--- src/rtl/mem_arbiter.sv ---
// ---------------------------------------------------------------------------
// mem_arbiter
//   Shares one single-port synchronous data memory between two requesters
//   (port 0 = CPU, port 1 = debug/loader). At most one single-beat read or
//   write is accepted per cycle. The memory command is registered, and read
//   data is returned to the port that issued the read.
//
// Ports:
//   clk, rst_n                    clock (rising edge), async active-low reset
//   reqN/weN/addrN/wdataN         port N command; held stable until granted
//   gntN                          combinational accept for port N
//   rdataN/rvalidN                port N read return; rvalidN is a 1-cycle pulse
//   mem_we/mem_addr/mem_data      registered memory command
//   mem_in                        memory read data, one cycle after mem_addr
// ---------------------------------------------------------------------------
module mem_arbiter #(
  parameter int ADDR_WIDTH = 6,
  parameter int DATA_WIDTH = 16,
  parameter int FIXED_PRIO = 0
) (
  input  logic                  clk,
  input  logic                  rst_n,
  input  logic                  req0,
  input  logic                  we0,
  input  logic [ADDR_WIDTH-1:0] addr0,
  input  logic [DATA_WIDTH-1:0] wdata0,
  output logic                  gnt0,
  output logic [DATA_WIDTH-1:0] rdata0,
  output logic                  rvalid0,
  input  logic                  req1,
  input  logic                  we1,
  input  logic [ADDR_WIDTH-1:0] addr1,
  input  logic [DATA_WIDTH-1:0] wdata1,
  output logic                  gnt1,
  output logic [DATA_WIDTH-1:0] rdata1,
  output logic                  rvalid1,
  output logic                  mem_we,
  output logic [ADDR_WIDTH-1:0] mem_addr,
  output logic [DATA_WIDTH-1:0] mem_data,
  input  logic [DATA_WIDTH-1:0] mem_in
);

  // Round-robin pointer: 0 = port 0 preferred, 1 = port 1 preferred.
  logic pref_reg;

  logic                  mem_we_reg;
  logic [ADDR_WIDTH-1:0] mem_addr_reg;
  logic [DATA_WIDTH-1:0] mem_data_reg;

  // First tag stage, aligned with the command currently on the memory bus.
  logic tag_valid_reg;
  logic tag_read_reg;
  logic tag_port_reg;

  logic                  prio1;
  logic                  accept;
  logic                  win;
  logic                  sel_we;
  logic [ADDR_WIDTH-1:0] sel_addr;
  logic [DATA_WIDTH-1:0] sel_wdata;

  // Port 1 wins a conflict only in round-robin mode when it is preferred.
  assign prio1 = (FIXED_PRIO == 0) && pref_reg;

  // Grants are gated by rst_n so nothing is accepted while reset is held.
  assign gnt0 = rst_n & req0 & ~(req1 & prio1);
  assign gnt1 = rst_n & req1 & ~(req0 & ~prio1);

  assign accept    = gnt0 | gnt1;
  assign win       = gnt1;
  assign sel_we    = win ? we1    : we0;
  assign sel_addr  = win ? addr1  : addr0;
  assign sel_wdata = win ? wdata1 : wdata0;

  always_ff @(posedge clk or negedge rst_n) begin
    if (!rst_n) begin
      pref_reg      <= 1'b0;
      mem_we_reg    <= 1'b0;
      mem_addr_reg  <= '0;
      mem_data_reg  <= '0;
      tag_valid_reg <= 1'b0;
      tag_read_reg  <= 1'b0;
      tag_port_reg  <= 1'b0;
    end else begin
      if (accept) begin
        mem_addr_reg <= sel_addr;
        mem_we_reg   <= sel_we;
        if (sel_we) begin
          mem_data_reg <= sel_wdata;
        end
        // The loser of this transfer becomes the preferred port.
        pref_reg <= ~win;
      end else begin
        mem_we_reg <= 1'b0;
      end
      tag_valid_reg <= accept;
      tag_read_reg  <= ~sel_we;
      tag_port_reg  <= win;
    end
  end

  assign mem_we   = mem_we_reg;
  assign mem_addr = mem_addr_reg;
  assign mem_data = mem_data_reg;

  // Per-port return stage. The second tag stage is the rvalid register itself;
  // it lines up with mem_in for the read sampled at the previous edge. While
  // rvalid is high, mem_in is forwarded directly; afterwards the captured copy
  // keeps rdata stable until the port's next read return.
  logic                  rvalid_w [2];
  logic [DATA_WIDTH-1:0] rdata_w  [2];

  genvar gi;
  generate
    for (gi = 0; gi < 2; gi++) begin : g_ret
      logic                  rvalid_reg;
      logic [DATA_WIDTH-1:0] hold_reg;

      always_ff @(posedge clk or negedge rst_n) begin
        if (!rst_n) begin
          rvalid_reg <= 1'b0;
          hold_reg   <= '0;
        end else begin
          rvalid_reg <= tag_valid_reg & tag_read_reg & (tag_port_reg == 1'(gi));
          if (rvalid_reg) begin
            hold_reg <= mem_in;
          end
        end
      end

      assign rvalid_w[gi] = rvalid_reg;
      assign rdata_w[gi]  = rvalid_reg ? mem_in : hold_reg;
    end
  endgenerate

  assign rvalid0 = rvalid_w[0];
  assign rvalid1 = rvalid_w[1];
  assign rdata0  = rdata_w[0];
  assign rdata1  = rdata_w[1];

endmodule

--- config.mk ---
export PLATFORM = sky130hd
export DESIGN_NAME = mem_arbiter
export DESIGN_NICKNAME = d
export VERILOG_FILES = /design/src/rtl/mem_arbiter.sv
export SDC_FILE = /design/constraint.sdc
export NUM_CORES = 1
export LEC_CHECK = 0
export CAP_MARGIN = 40
export CORE_ASPECT_RATIO = 0.9
export CORE_MARGIN = 2
export CORE_UTILIZATION = 36
export DETAILED_ROUTE_END_ITERATION = 8
export GPL_TIMING_DRIVEN = 0
export PLACE_DENSITY = 0.82
export SYNTH_ARGS = -nofsm -noshare
export SYNTH_HDL_FRONTEND = slang
export SYNTH_SLANG_ARGS = --single-unit
export TNS_END_PERCENT = 1
--- constraint.sdc ---
create_clock -name clk -period 1.5 [get_ports clk]
set_input_delay 0.45 -clock clk [delete_from_list [all_inputs] [get_ports clk]]
set_output_delay 0.45 -clock clk [all_outputs]
set_load 0.005 [all_outputs]
==> results of run 1 <==
cell families (layout without fill, tap and decap cells):
kind of cell	Yosys count	after routing	share of synthesized area [%]
multiplexers	49	49	21.4
buffers and inverters	12	178	3.24
AO/OA/AOI/OAI	27	27	7.03
flip-flops	61	61	61.7
AND/OR/NAND/NOR	36	36	6.58
stage by stage:
stage / setup TNS, ns / instances / utilization [%]
2_1_floorplan: -0.382 / 185 / -
6_report: -14.72 / 441 / 65.1
5_1_grt: -18.49 / 441 / 65.1
4_1_cts: -18.86 / 439 / 65.3
3_5_place_dp: -31.07 / 400 / 58.1
3_3_place_gp: -218.60 / 399 / 57.8
synthesized netlist by cell type (all sizes together) (2+ instances only):
cell   number
o21ai      16
o22ai       6
dfrtp      61
buf         9
mux2i      17
inv         3
mux2       32
and2        2
nand2      19
nor2       13
a21oi       2
layer usage:
| metal | wire length [um] | up-vias | share of wire [%] |
|---|---|---|---|
| li1 | - | 963 | - |
| met1 | 2720 | 966 | 41 |
| met2 | 3400 | 83 | 52 |
| met3 | 396 | 8 | 6.0 |
| met4 | 72 | 0 | 1.1 |
| met5 | 0 | - | 0 |
worst register-to-register path: stages, from the launching register on:
cell and delay [ns]:
dfrtp_1 0.43, buf_6 0.14, nand2b_4 0.16, buf_6 0.13, a32oi_4 0.31, buf_6 0.20
nand2_1 0.05, o21ai_1 0.08
layout make-up:
class | count | area share (%)
repair buffers | 151 | 32.4
clock buffers | 13 | 3.92
clock inverters | 3 | 0.988
flip-flops and latches | 61 | 35.4
plain buffers | 8 | 2.35
well taps | 90 | 2.61
inverters | 3 | 0.319
multi-input cells | 112 | 22.0
power by group through the flow:
stage	clock [W]	sequential (W)	combinational, W
floorplan	0	0.00217	0.000541
global placement	0	0.00216	0.00159
detailed placement	0	0.00219	0.00162
CTS	0.00157	0.00216	0.00162
global route	0.00164	0.00219	0.00174
finish	0.00152	0.00216	0.00160
final timing paths:
check / slack, ns / endpoint / cells after the start
hold reg to reg: 0.43 / rvalid0 / 1
setup / recovery: -0.51 / rdata1[11] / 5
max in group asynchronous: 0.49 / mem_data[6] / 3
hold / removal: 0.09 / rvalid0 / 2
setup reg to reg: -0.08 / mem_data[12] / 7
min in group clk: 0.43 / rvalid0 / 1
repair_timing:
item,CTS,global route
endpoints found under the hold margin,24,0
pin swaps,14,1
gates resized for setup,195,20
endpoints found under the setup margin,82,51
hold buffers,1,0
buffers inserted,23,1
cloned,0,0
==> flow_metrics.tcl, run 1 <==
set metrics [dict create \
    drt-vias-per-instance 4.58 \
    layout_setup_ws_ns -0.507 \
    drive_above_1_share_pct 35.9 \
    first_pass_iters 4 \
    grt_setup_unrepaired "yes" \
    worst_setup_path_start_kind "flop" \
    io_pins 125 \
    hold_path.class "input pin to asynchronous set/reset pin" \
    multi_input_area_sq_um 947 \
    antenna_left 0 \
    path_cells "buf_6 -> buf_8 -> buf_4 -> mux2_4 -> buf_6" \
    finalClockSkew_ns 0.0117 \
    clock.fmax_mhz 498 \
    p_int_w 0.00391 \
    required_ns 1.05 \
    crit_path_max_fanout 6 \
    path_delay_family "buffers and inverters" \
    synth_largest_area_cell "dfrtp_1" \
    ys.flop_type "dfrtp_1" \
    gp_congestion 0.758 \
    via_count 2020 \
    clock_latency_ns 0.33 \
    synth_seq_cells 61 \
    layout_common_cells "62 x clkdlybuf4s50_1, 61 x dfrtp_1, 25 x buf_6, 25 x dlygate4sd2_1" \
    post-route-min-period_ns 2.01 \
    grt_use_met3_pct 6.81 \
    htreeDepth 3 \
    syn_inst 185 \
    worst_pin_slew_ns 0.301 \
    synth-async-reset-ratio_pct 100 \
    synthesis.nets 251 \
    final-seq-area_sq_um 1530 \
    cap_violations 0 \
    vdd_ir_drop_max_mv 0.638 \
    cts_tree "built" \
    die_area_sq_um 7550 \
    yosysSeqAreaShare_pct 61.7 \
    wl_um 6590 \
    cp_common_cell "buf_6" \
    final_nets 412 \
    hold_violations 0 \
    cp-startpoint "rvalid1" \
    start_util_pct 37.4 \
    grtUsageMet2_pct 33.1 \
    pwr_density_cell_nw_per_um2 1220 \
    drv_slew 0 \
    grt_pass1_vias 2133 \
    largest_reg_flops 32 \
    clkSinkCount 61 \
    cts_root_buffer "clkbuf_8" \
    cp_slowest_cell "dfrtp_1" \
    fin_area_sq_um 4310 \
    timing.rr.start "pref_reg" \
    crit_type "flop to output pin" \
    grt_first_pass_wirelength_um 10600 \
    avgSynthCellArea_sq_um 13.4 \
    post-place-ws_ns -1.16 \
    whs_ns 0.0891 \
    num_rows 28 \
    power_w 0.00527 \
    gr-usage-all-layers_pct 18.3 \
    clkPwrFrac_pct 28.8 \
    sw_frac_of_total_pct 25.8 \
    drcViolationCount 0 \
    netlist_area_sq_um 2470 \
    switching_power_w 0.00136 \
    hpwlAfterDp_um 4520 \
    synth_top_cell_area_share_pct 61.7 \
    use_met1_pct 20.4 \
    post_drt_wl_per_cell_um 15.0 \
    clockBufferDepth 2 \
    final_common_cell "clkdlybuf4s50_1" \
    antenna_found_initial 0 \
    maxSlewHeadroom_pct 79.9 \
    worstSetupEndpointType "output pin" \
    first_iter_violations 25 \
    die_w_um 91.4 \
    setup_viol 51 \
    overflow 0 \
    synth_cell_types 21 \
    ys_warn_count 0 \
    leakage_nw 2.10 \
    core_region_area_sq_um 6620 \
    post-route-period-util_pct 134 \
    p_seq_share_pct 40.9 \
    dieHeight_um 82.6 \
    syn_to_final_growth_pct 74.2 \
    outcome "complete, but fails checks" \
    cp.arrival_ns 1.56 \
    top_usage_layer "met2" \
    port-buffer-count 124 \
    grt_max_degree 38 \
    yosys-top-cells-area "dfrtp_1 62%, mux2_2 15%, mux2i_1 6.9%, nand2_1 2.7%, o21ai_0 2.2%" \
    fillerInstances 518 \
    cp_num_buf_inv 4 \
    path_clk_slew_ns 0.07 \
    n_antenna_cell 0 \
    max_stage_delay_ns 0.39 \
    pwr-share-comb_pct 30.3 \
    cts-buffers-inserted 9 \
    violations "setup timing" \
    place_area_sq_um 3840 \
    synth_edf_count 0 \
]
Power figures use the tool's default switching activity.
==> run 2, diff against run 1 <==
Settings changed: CORE_MARGIN 2 to not set, PLACE_DENSITY 0.82 to not set, PLACE_DENSITY_LB_ADDON set to 0.1.
==> flow_metrics.tcl, run 2 (synthesis results as in run 1) <==
set metrics [dict create \
    max_stage_delay_ns 0.39 \
    cap_violations 0 \
    worstSetupEndpoint "rdata0[6]" \
    antenna_left 0 \
    port-buffer-count 124 \
    setup_viol 51 \
    via_count 1958 \
    timing.rr.start "pref_reg" \
    cp_common_cell "buf_6" \
    final_common_cell "clkdlybuf4s50_1" \
    num_rows 28 \
    layout_common_cells "62 x clkdlybuf4s50_1, 61 x dfrtp_1, 27 x buf_6" \
    ff2ff_path_depth 7 \
    dieHeight_um 80.6 \
    clock_latency_ns 0.33 \
    maxSlewHeadroom_pct 79.6 \
    cts_root_buffer "clkbuf_8" \
    post-route-period-util_pct 133 \
    vdd_ir_drop_max_mv 0.627 \
    cts-buffers-inserted 9 \
    grt_setup_unrepaired "yes" \
    path_cells "buf_6 -> buf_8 -> buf_12 -> mux2_4 -> buf_6" \
    fillerInstances 523 \
    cp-startpoint "rvalid0" \
    worst_pin_slew_ns 0.307 \
    start_util_pct 37.4 \
    hpwlAfterDp_um 4170 \
    multi_input_area_sq_um 966 \
    grt_pass1_vias 2031 \
    worstSetupEndpointType "output pin" \
    die_area_sq_um 7210 \
    syn_to_final_growth_pct 74.4 \
    final_nets 401 \
    grt_max_degree 34 \
    hold_violations 0 \
    violations "setup timing" \
    r2r_end "mem_data[8]" \
    largest_reg_flops 32 \
    worst_setup_path_start_kind "flop" \
    core_region_area_sq_um 6620 \
    clock.fmax_mhz 503 \
    leakage_nw 2.10 \
    drive_above_1_share_pct 33.9 \
    grt_first_pass_wirelength_um 9760 \
    drcViolationCount 0 \
    gp_congestion 0.769 \
    die_w_um 89.4 \
    path_clk_slew_ns 0.06 \
    drv_slew 0 \
    wl_um 6300 \
    crit_path_max_fanout 7 \
    n_antenna_cell 0 \
    clockBufferDepth 2 \
    drt-vias-per-instance 4.56 \
    whs_ns 0.0719 \
    antenna_found_initial 0 \
    layout_setup_ws_ns -0.489 \
    cts_tree "built" \
    cp_num_buf_inv 4 \
    crit_type "flop to output pin" \
    overflow 0 \
    outcome "complete, but fails checks" \
    final-seq-area_sq_um 1530 \
    crit_cells 5 \
    htreeDepth 3 \
    hold_path.class "input pin to asynchronous set/reset pin" \
    finalSetupTns_ns -13.32 \
    pwr_density_cell_nw_per_um2 1240 \
    required_ns 1.05 \
    clkSinkCount 61 \
    path_delay_family "buffers and inverters" \
    cp.arrival_ns 1.54 \
    first_iter_violations 29 \
    finalClockSkew_ns 0.00313 \
    gr-usage-all-layers_pct 18.5 \
    io_pins 125 \
    cp_slowest_cell "dfrtp_1" \
    post-route-min-period_ns 1.99 \
    post_drt_wl_per_cell_um 14.7 \
    r2r_slack_ns -0.07 \
    first_pass_iters 4 \
]
==> run 2: cell count changes in the layout (fill, tap and decap cells not counted), sizes merged <==
cell         previous run  this run
buf                    57        42
bufbuf                  0         1
bufinv                  1         2
clkbuf                 25        26
clkinv                  1         3
clkinvlp                1         0
dlygate4sd3             1         0
==> run 2: routing by layer <==
metal	share of wire (%)	track usage, %	vias to the layer above
met2	48	29.8	72
met5	0	0	-
met4	1.1	6.51	0
li1	-	-	933
met3	6.3	6.99	6
met1	45	22.7	947
==> run 2: worst min path at each step <==
stage | end | depth (start not counted)
floorplan | g_ret[0].hold_reg[0] | 0
global placement | rvalid0 | 1
detailed placement | rvalid0 | 1
CTS | g_ret[0].hold_reg[0] | 2
global route | mem_addr[3] | 2
finish | mem_data[9] | 2
==> run 2: per-stage QoR <==
step / instance area, sq um / util [%] / worst slack [ns] / power, W / instances
CTS: 4310 / 65.1 / -0.487 / 0.00534 / 429
finish: 4310 / 65.2 / -0.489 / 0.00534 / 429
global route: 4310 / 65.2 / -0.564 / 0.00565 / 429
global placement: 3830 / 57.8 / -3.34 / 0.00376 / 399
detailed placement: 3830 / 57.8 / -1.31 / 0.00379 / 399
floorplan: 2480 / - / -0.0382 / 0.00271 / 185
==> run 2: repair_timing <==
action	4_1_cts	5_1_grt
hold buffers	1	0
cloned	1	0
endpoints found under the setup margin	84	52
endpoints found under the hold margin	28	0
pin swaps	14	0
setup buffers	14	0
resized for setup	187	36
==> run 2: layout make-up <==
type | instances | share of cell area, %
tap | 90 | 2.61
timing repair buffer | 140 | 31.8
multi-input combinational | 112 | 22.4
clock inverter | 5 | 1.74
inverter | 3 | 0.319
buffer | 8 | 2.58
sequential | 61 | 35.4
clock buffer | 10 | 3.19
==> run 2: report_power, final <==
part	switching, W	total, W	internal, W
Clock	0.000597	0.00156	0.000962
Combinational	0.000604	0.00163	0.00102
Sequential	0.000138	0.00216	0.00202
Total	0.00134	0.00534	0.00400
